File: src/rtl/rv32i_mem_arbiter.sv
// rv32i_mem_arbiter: shares one single-port memory between instruction fetch and data access
module rv32i_mem_arbiter #(
  parameter int unsigned FAIR_MAX = 4,
  parameter int unsigned TIMEOUT_CYCLES = 64
) (
  input  logic        clk_i,
  input  logic        reset_i,
  input  logic        if_req_i,
  input  logic [31:0] if_add_i,
  output logic [31:0] if_rdata_o,
  output logic        if_valid_o,
  input  logic        d_req_i,
  input  logic        d_we_i,
  input  logic [31:0] d_add_i,
  input  logic [31:0] d_wdata_i,
  input  logic [3:0]  d_ble_i,
  output logic [31:0] d_rdata_o,
  output logic        d_valid_o,
  output logic        mem_req_o,
  output logic        mem_we_o,
  output logic [31:0] mem_add_o,
  output logic [31:0] mem_wdata_o,
  output logic [3:0]  mem_ble_o,
  input  logic [31:0] mem_rdata_i,
  input  logic        mem_ack_i,
  output logic        stall_o,
  output logic        err_o
);
  typedef enum logic [1:0] {IDLE, DATA, FETCH, RESP} state_t;
  state_t state, state_nx;
  logic [31:0] fair_cnt, to_cnt;
  logic grant_d, grant_f, wait_st, ack, tout, done;
  assign stall_o = (d_req_i & ~d_valid_o) | (if_req_i & ~if_valid_o);
  // grant decision, wait-state completion and next state
  always_comb begin
    grant_d = state == IDLE && d_req_i && (!if_req_i || fair_cnt < FAIR_MAX);
    grant_f = state == IDLE && if_req_i && !grant_d;
    wait_st = state == DATA || state == FETCH;
    ack = wait_st && mem_ack_i;
    tout = wait_st && !mem_ack_i && TIMEOUT_CYCLES != 0 && to_cnt == TIMEOUT_CYCLES - 1;
    done = ack || tout;
    state_nx = grant_d ? DATA : grant_f ? FETCH : done ? RESP : state == RESP ? IDLE : state;
  end
  // state register
  always_ff @(posedge clk_i) state <= reset_i ? IDLE : state_nx;
  // memory request registers, fairness/timeout counters and responses
  always_ff @(posedge clk_i) begin
    if (reset_i) begin
      mem_req_o <= 1'b0;
      mem_we_o <= 1'b0;
      mem_add_o <= '0;
      mem_wdata_o <= '0;
      mem_ble_o <= '0;
      if_valid_o <= 1'b0;
      d_valid_o <= 1'b0;
      if_rdata_o <= '0;
      d_rdata_o <= '0;
      err_o <= 1'b0;
      fair_cnt <= '0;
      to_cnt <= '0;
    end else begin
      mem_req_o <= state_nx == DATA || state_nx == FETCH;
      if (grant_d) begin
        mem_we_o <= d_we_i;
        mem_add_o <= d_add_i;
        mem_wdata_o <= d_wdata_i;
        mem_ble_o <= d_ble_i;
      end else if (grant_f) begin
        mem_we_o <= 1'b0;
        mem_add_o <= if_add_i;
        mem_wdata_o <= '0;
        mem_ble_o <= 4'hF;
      end
      if (grant_f || (grant_d && !if_req_i)) fair_cnt <= '0;
      else if (grant_d && fair_cnt < FAIR_MAX) fair_cnt <= fair_cnt + 32'd1;
      to_cnt <= (wait_st && !done) ? to_cnt + 32'd1 : '0;
      if_valid_o <= done && state == FETCH;
      d_valid_o <= done && state == DATA;
      if (done && state == FETCH) if_rdata_o <= ack ? mem_rdata_i : '0;
      if (done && state == DATA && !mem_we_o) d_rdata_o <= ack ? mem_rdata_i : '0;
      if (tout) err_o <= 1'b1;
    end
  end
endmodule

File: config.mk
export PLATFORM = sky130hd
export DESIGN_NAME = rv32i_mem_arbiter
export DESIGN_NICKNAME = d
export VERILOG_FILES = /design/src/rtl/rv32i_mem_arbiter.sv
export SDC_FILE = /design/constraint.sdc
export NUM_CORES = 1
export LEC_CHECK = 0
export BUFFER_PORTS_ARGS = -buffer_cell sky130_fd_sc_hd__buf_2
export CORE_ASPECT_RATIO = 0.6
export CORE_MARGIN = 3
export CORE_UTILIZATION = 30
export CTS_BUF_LIST = sky130_fd_sc_hd__clkbuf_2 sky130_fd_sc_hd__clkbuf_4 sky130_fd_sc_hd__clkbuf_8
export DETAILED_ROUTE_END_ITERATION = 10
export PLACE_DENSITY = 0.51
export SETUP_SLACK_MARGIN = 0.2
export SLEW_MARGIN = 20
export SYNTH_ARGS = -nofsm -noshare
export SYNTH_HDL_FRONTEND = slang
export SYNTH_SLANG_ARGS = --single-unit
File: constraint.sdc
create_clock -name clk_i -period 2.6 [get_ports clk_i]
set_input_delay 0.39 -clock clk_i [delete_from_list [all_inputs] [get_ports clk_i]]
set_output_delay 0.39 -clock clk_i [all_outputs]
set_load 0.05 [all_outputs]
==> summary.md <==
| Metric | Value |
|---|---|
| Seq cells post-synth | `203` |
| Die width | `213 um` |
| Unrepaired setup endpoints after global routing | `no` |
| Non-Filler Instances | `1497` |
| Wire length of the first global-routing pass | `38500 um` |
| Top fanout value on the critical path | `31` |
| Crit path buffers/inverters | `2` |
| Row count | `44` |
| Die area | `27700 um^2` |
| Final period util | `0.855` |
| Rel. slew slack | `0.641` |
| Maxcap violations | `0` |
| Switching share of total power | `0.354` |
| Async SR Flop Fraction | `0` |
| H-tree Lvls | `2` |
| Layout cells sized above 1 | `0.317` |
| I/O Buffers | `275` |
| Total net switching power | `3.30 mW` |
| Starting density of the core | `0.312` |
| TritonCTS buffer count | `34` |
| Final wirelength | `24800 um` |
| Sequential power share | `0.371` |
| Hold/Removal Path Class | `in2reg` |
| Post-DP HPWL | `16900 um` |
| IO Count | `276` |
| Synth Cell Area | `7710 um^2` |
| Crit-path max cell delay | `330 ps` |
| Pre-CTS setup slack | `260 ps` |
| Clk slew on worst S/H paths | `60 ps` |
| Largest net degree at the start of global routing | `70` |
| Drt first pass iters | `4` |
| Least-Margin Pin Slew | `534 ps` |
| Status | `completed` |
| Leak Pwr | `4.42 nW` |
| Worst setup EP type | `register` |
| Max VDD drop | `0.000411 V` |
| Clk buf depth | `3` |
| Initial antenna violation count | `2` |
| DR WL/cell | `16.6 um` |
| Starting DRT DRC Count | `535` |
| Drt via density | `4.92` |
| Post-CTS Hold Buffers | `0` |
| Slowest cell on crit path | `dfxtp_1` |
| Worst endpoint required time | `3020 ps` |
| Min-Delay Path Depth | `3` |
| GPL Wtd Cong | `0.782` |
| All-Layer GR Usage | `0.173` |
| Total power draw | `9.34 mW` |
| Syn avg cell area | `8.67 um^2` |
| # fillers | `2435` |
| Final #Nets | `1291` |
| Worst R2R End | `mem_add_o[11]$_SDFFE_PP0P_` |
| Worst-skew pair later-pin latency | `530 ps` |
| Layout area overhead | `33.7%` |
| Mapped Cells | `889` |
| Final core area utilization | `0.417` |
| Mapped Nets | `1032` |
| Setup TNS | `0 ps` |
| Pwr dens | `906 nW/um^2` |
| Main synth FF type | `dfxtp_1` |
| CTS tree | `built` |
| Commonest non-fill, non-tap cell in the layout | `buf_2` |
| Post-synth EDFFs | `0` |
| Chip height | `130 um` |
| Number of remaining DRC errors | `0` |
| Fmax | `450 MHz` |
| Setup Crit Path Kind | `reg2reg` |
| Final-report hold violation count | `0` |
| Clock skew | `22.5 ps` |
| Synth Warn # | `0` |
| Combinational power share | `0.266` |
| DR vias | `7359` |
| Core ar. | `24700 um^2` |
| Hold EP | `mem_wdata_o[4]$_SDFFE_PP0P_` |
| Setup slack after layout | `378 ps` |
| Reg2Reg Launch Point | `state[0]$_SDFF_PP0_` |
| Placed cells | `1433` |
| Internal Power | `6.03 mW` |
| Post-synthesis sequential area ratio | `0.527` |
| Vias in the first global route | `7014` |
| Min cycle time layout | `2220 ps` |
| Hold path start | `d_wdata_i[4]` |
| R2R Setup Slk | `380 ps` |
| Final setup vio count | `0` |
| Delay-heaviest family, CP | `simple AND/OR/NAND/NOR gates` |
| Most frequent cells in the layout | `274 x buf_2, 203 x dfxtp_1, 141 x nor2_1` |
| Crit path DAT | `2640 ps` |
| Startpoint types | `register` |
| Path depth of the worst reg2reg path | `8` |
| Root cell of the clock tree | `clkbuf_8` |
| Part of the power in the clock network | `0.362` |
| Synth unique cells | `43` |
| Final Max Tran Viols | `0` |
| Global route overflow | `0` |
| Post-route ant nets | `0` |
| CP cell instances | `inv_1 > ha_1 > and4bb_2 > and4_1 > a21oi_4 > buf_12 > nor2_1 > nor4_1` |
| Clock sinks | `203` |
[synthesized netlist by cell type, types with 13 or more instances]
cell type  number  area (um^2)
a21oi_1        70          350
a22oi_1        33          248
and2_1         32          200
clkbuf_1       58          218
dfxtp_1       203         4060
nand2_1        13         48.8
nand3_1        81          405
nand4_1        14         87.6
nor2_1        141          529
nor3_1         38          190
nor4_1         47          294
o21ai_0        68          340
xor2_1         23          201
[area by class of cell]
type / instances / area, um^2 / share of cell area
Antenna cell: 1 / 2.50 / 0.000243
Clock inverter: 8 / 119 / 0.0115
Tap cell: 322 / 403 / 0.0391
Clock buffer: 54 / 712 / 0.0690
Multi-Input combinational cell: 606 / 3360 / 0.326
Inverter: 7 / 26.3 / 0.00255
Sequential cell: 203 / 4060 / 0.394
Timing Repair Buffer: 296 / 1620 / 0.158
[cell families after synthesis]
group           Yosys count  share of synthesized area
buf+inv                  80                     0.0427
xor+xnor                 29                     0.0329
mux                       1                    0.00130
flops                   203                      0.527
compound gates          180                      0.131
fa+ha+maj                 5                    0.00811
simple gates            391                      0.257
[how the worst max path moves through the flow]
stage	startpoint	to	slack (ps)	depth (start not counted)
floorplan	state[0]$_SDFF_PP0_	if_rdata_o[25]$_SDFFE_PP0P_	600	9
global placement	state[0]$_SDFF_PP0_	mem_add_o[25]$_SDFFE_PP0P_	310	8
detailed placement	state[0]$_SDFF_PP0_	mem_add_o[5]$_SDFFE_PP0P_	260	8
CTS	state[0]$_SDFF_PP0_	mem_add_o[5]$_SDFFE_PP0P_	260	8
global route	state[1]$_SDFF_PP0_	if_rdata_o[27]$_SDFFE_PP0P_	190	8
finish	state[0]$_SDFF_PP0_	mem_add_o[11]$_SDFFE_PP0P_	380	8
[worst register-to-register path: stages, from the launching register on]
cell,delay [ps]
dfxtp_1,330
inv_1,60
ha_1,290
and4bb_2,270
and4_1,240
a21oi_4,330
buf_12,240
nor2_1,70
nor4_1,280
[power by group through the flow]
| stage | clock [mW] | combinational (mW) | sequential (mW) |
|---|---|---|---|
| final | 3.38 | 2.49 | 3.47 |
| after global routing | 3.63 | 2.68 | 3.49 |
| after CTS | 3.51 | 2.51 | 3.47 |
| after detailed placement | 0 | 2.50 | 3.53 |
| after global placement | 0 | 2.51 | 3.53 |
| after floorplan | 0 | 0.940 | 4.30 |
[per-layer routing]
| layer | track usage | wire [um] | vias to the layer above |
|---|---|---|---|
| li1 | - | - | 3653 |
| met2 | 0.234 | 10100 | 255 |
| met4 | 0.0551 | 429 | 2 |
| met3 | 0.0478 | 1810 | 44 |
| met5 | 0 | 7 | - |
| met1 | 0.261 | 12500 | 3405 |
[what timing repair did]
item	in CTS	in global routing
resized for setup	0	1
setup endpoints to repair	0	120
setup buffers	0	1
[flip-flops by register name, summed over array words and instances (netlist names), 2 cells and up]
name         count
state            2
mem_add_o       32
mem_ble_o        4
fair_cnt        32
if_rdata_o      32
d_rdata_o       32
to_cnt          32
mem_wdata_o     32
[metrics by stage]
step / area, um^2 / hold WS [ps]
floorplan: 7710 / 422
global placement: 9460 / 437
detailed placement: 9460 / 440
CTS: 10300 / 49.1
global route: 10300 / 63.2
finish: 10300 / 86.2
(Power assumes the default switching activity.)
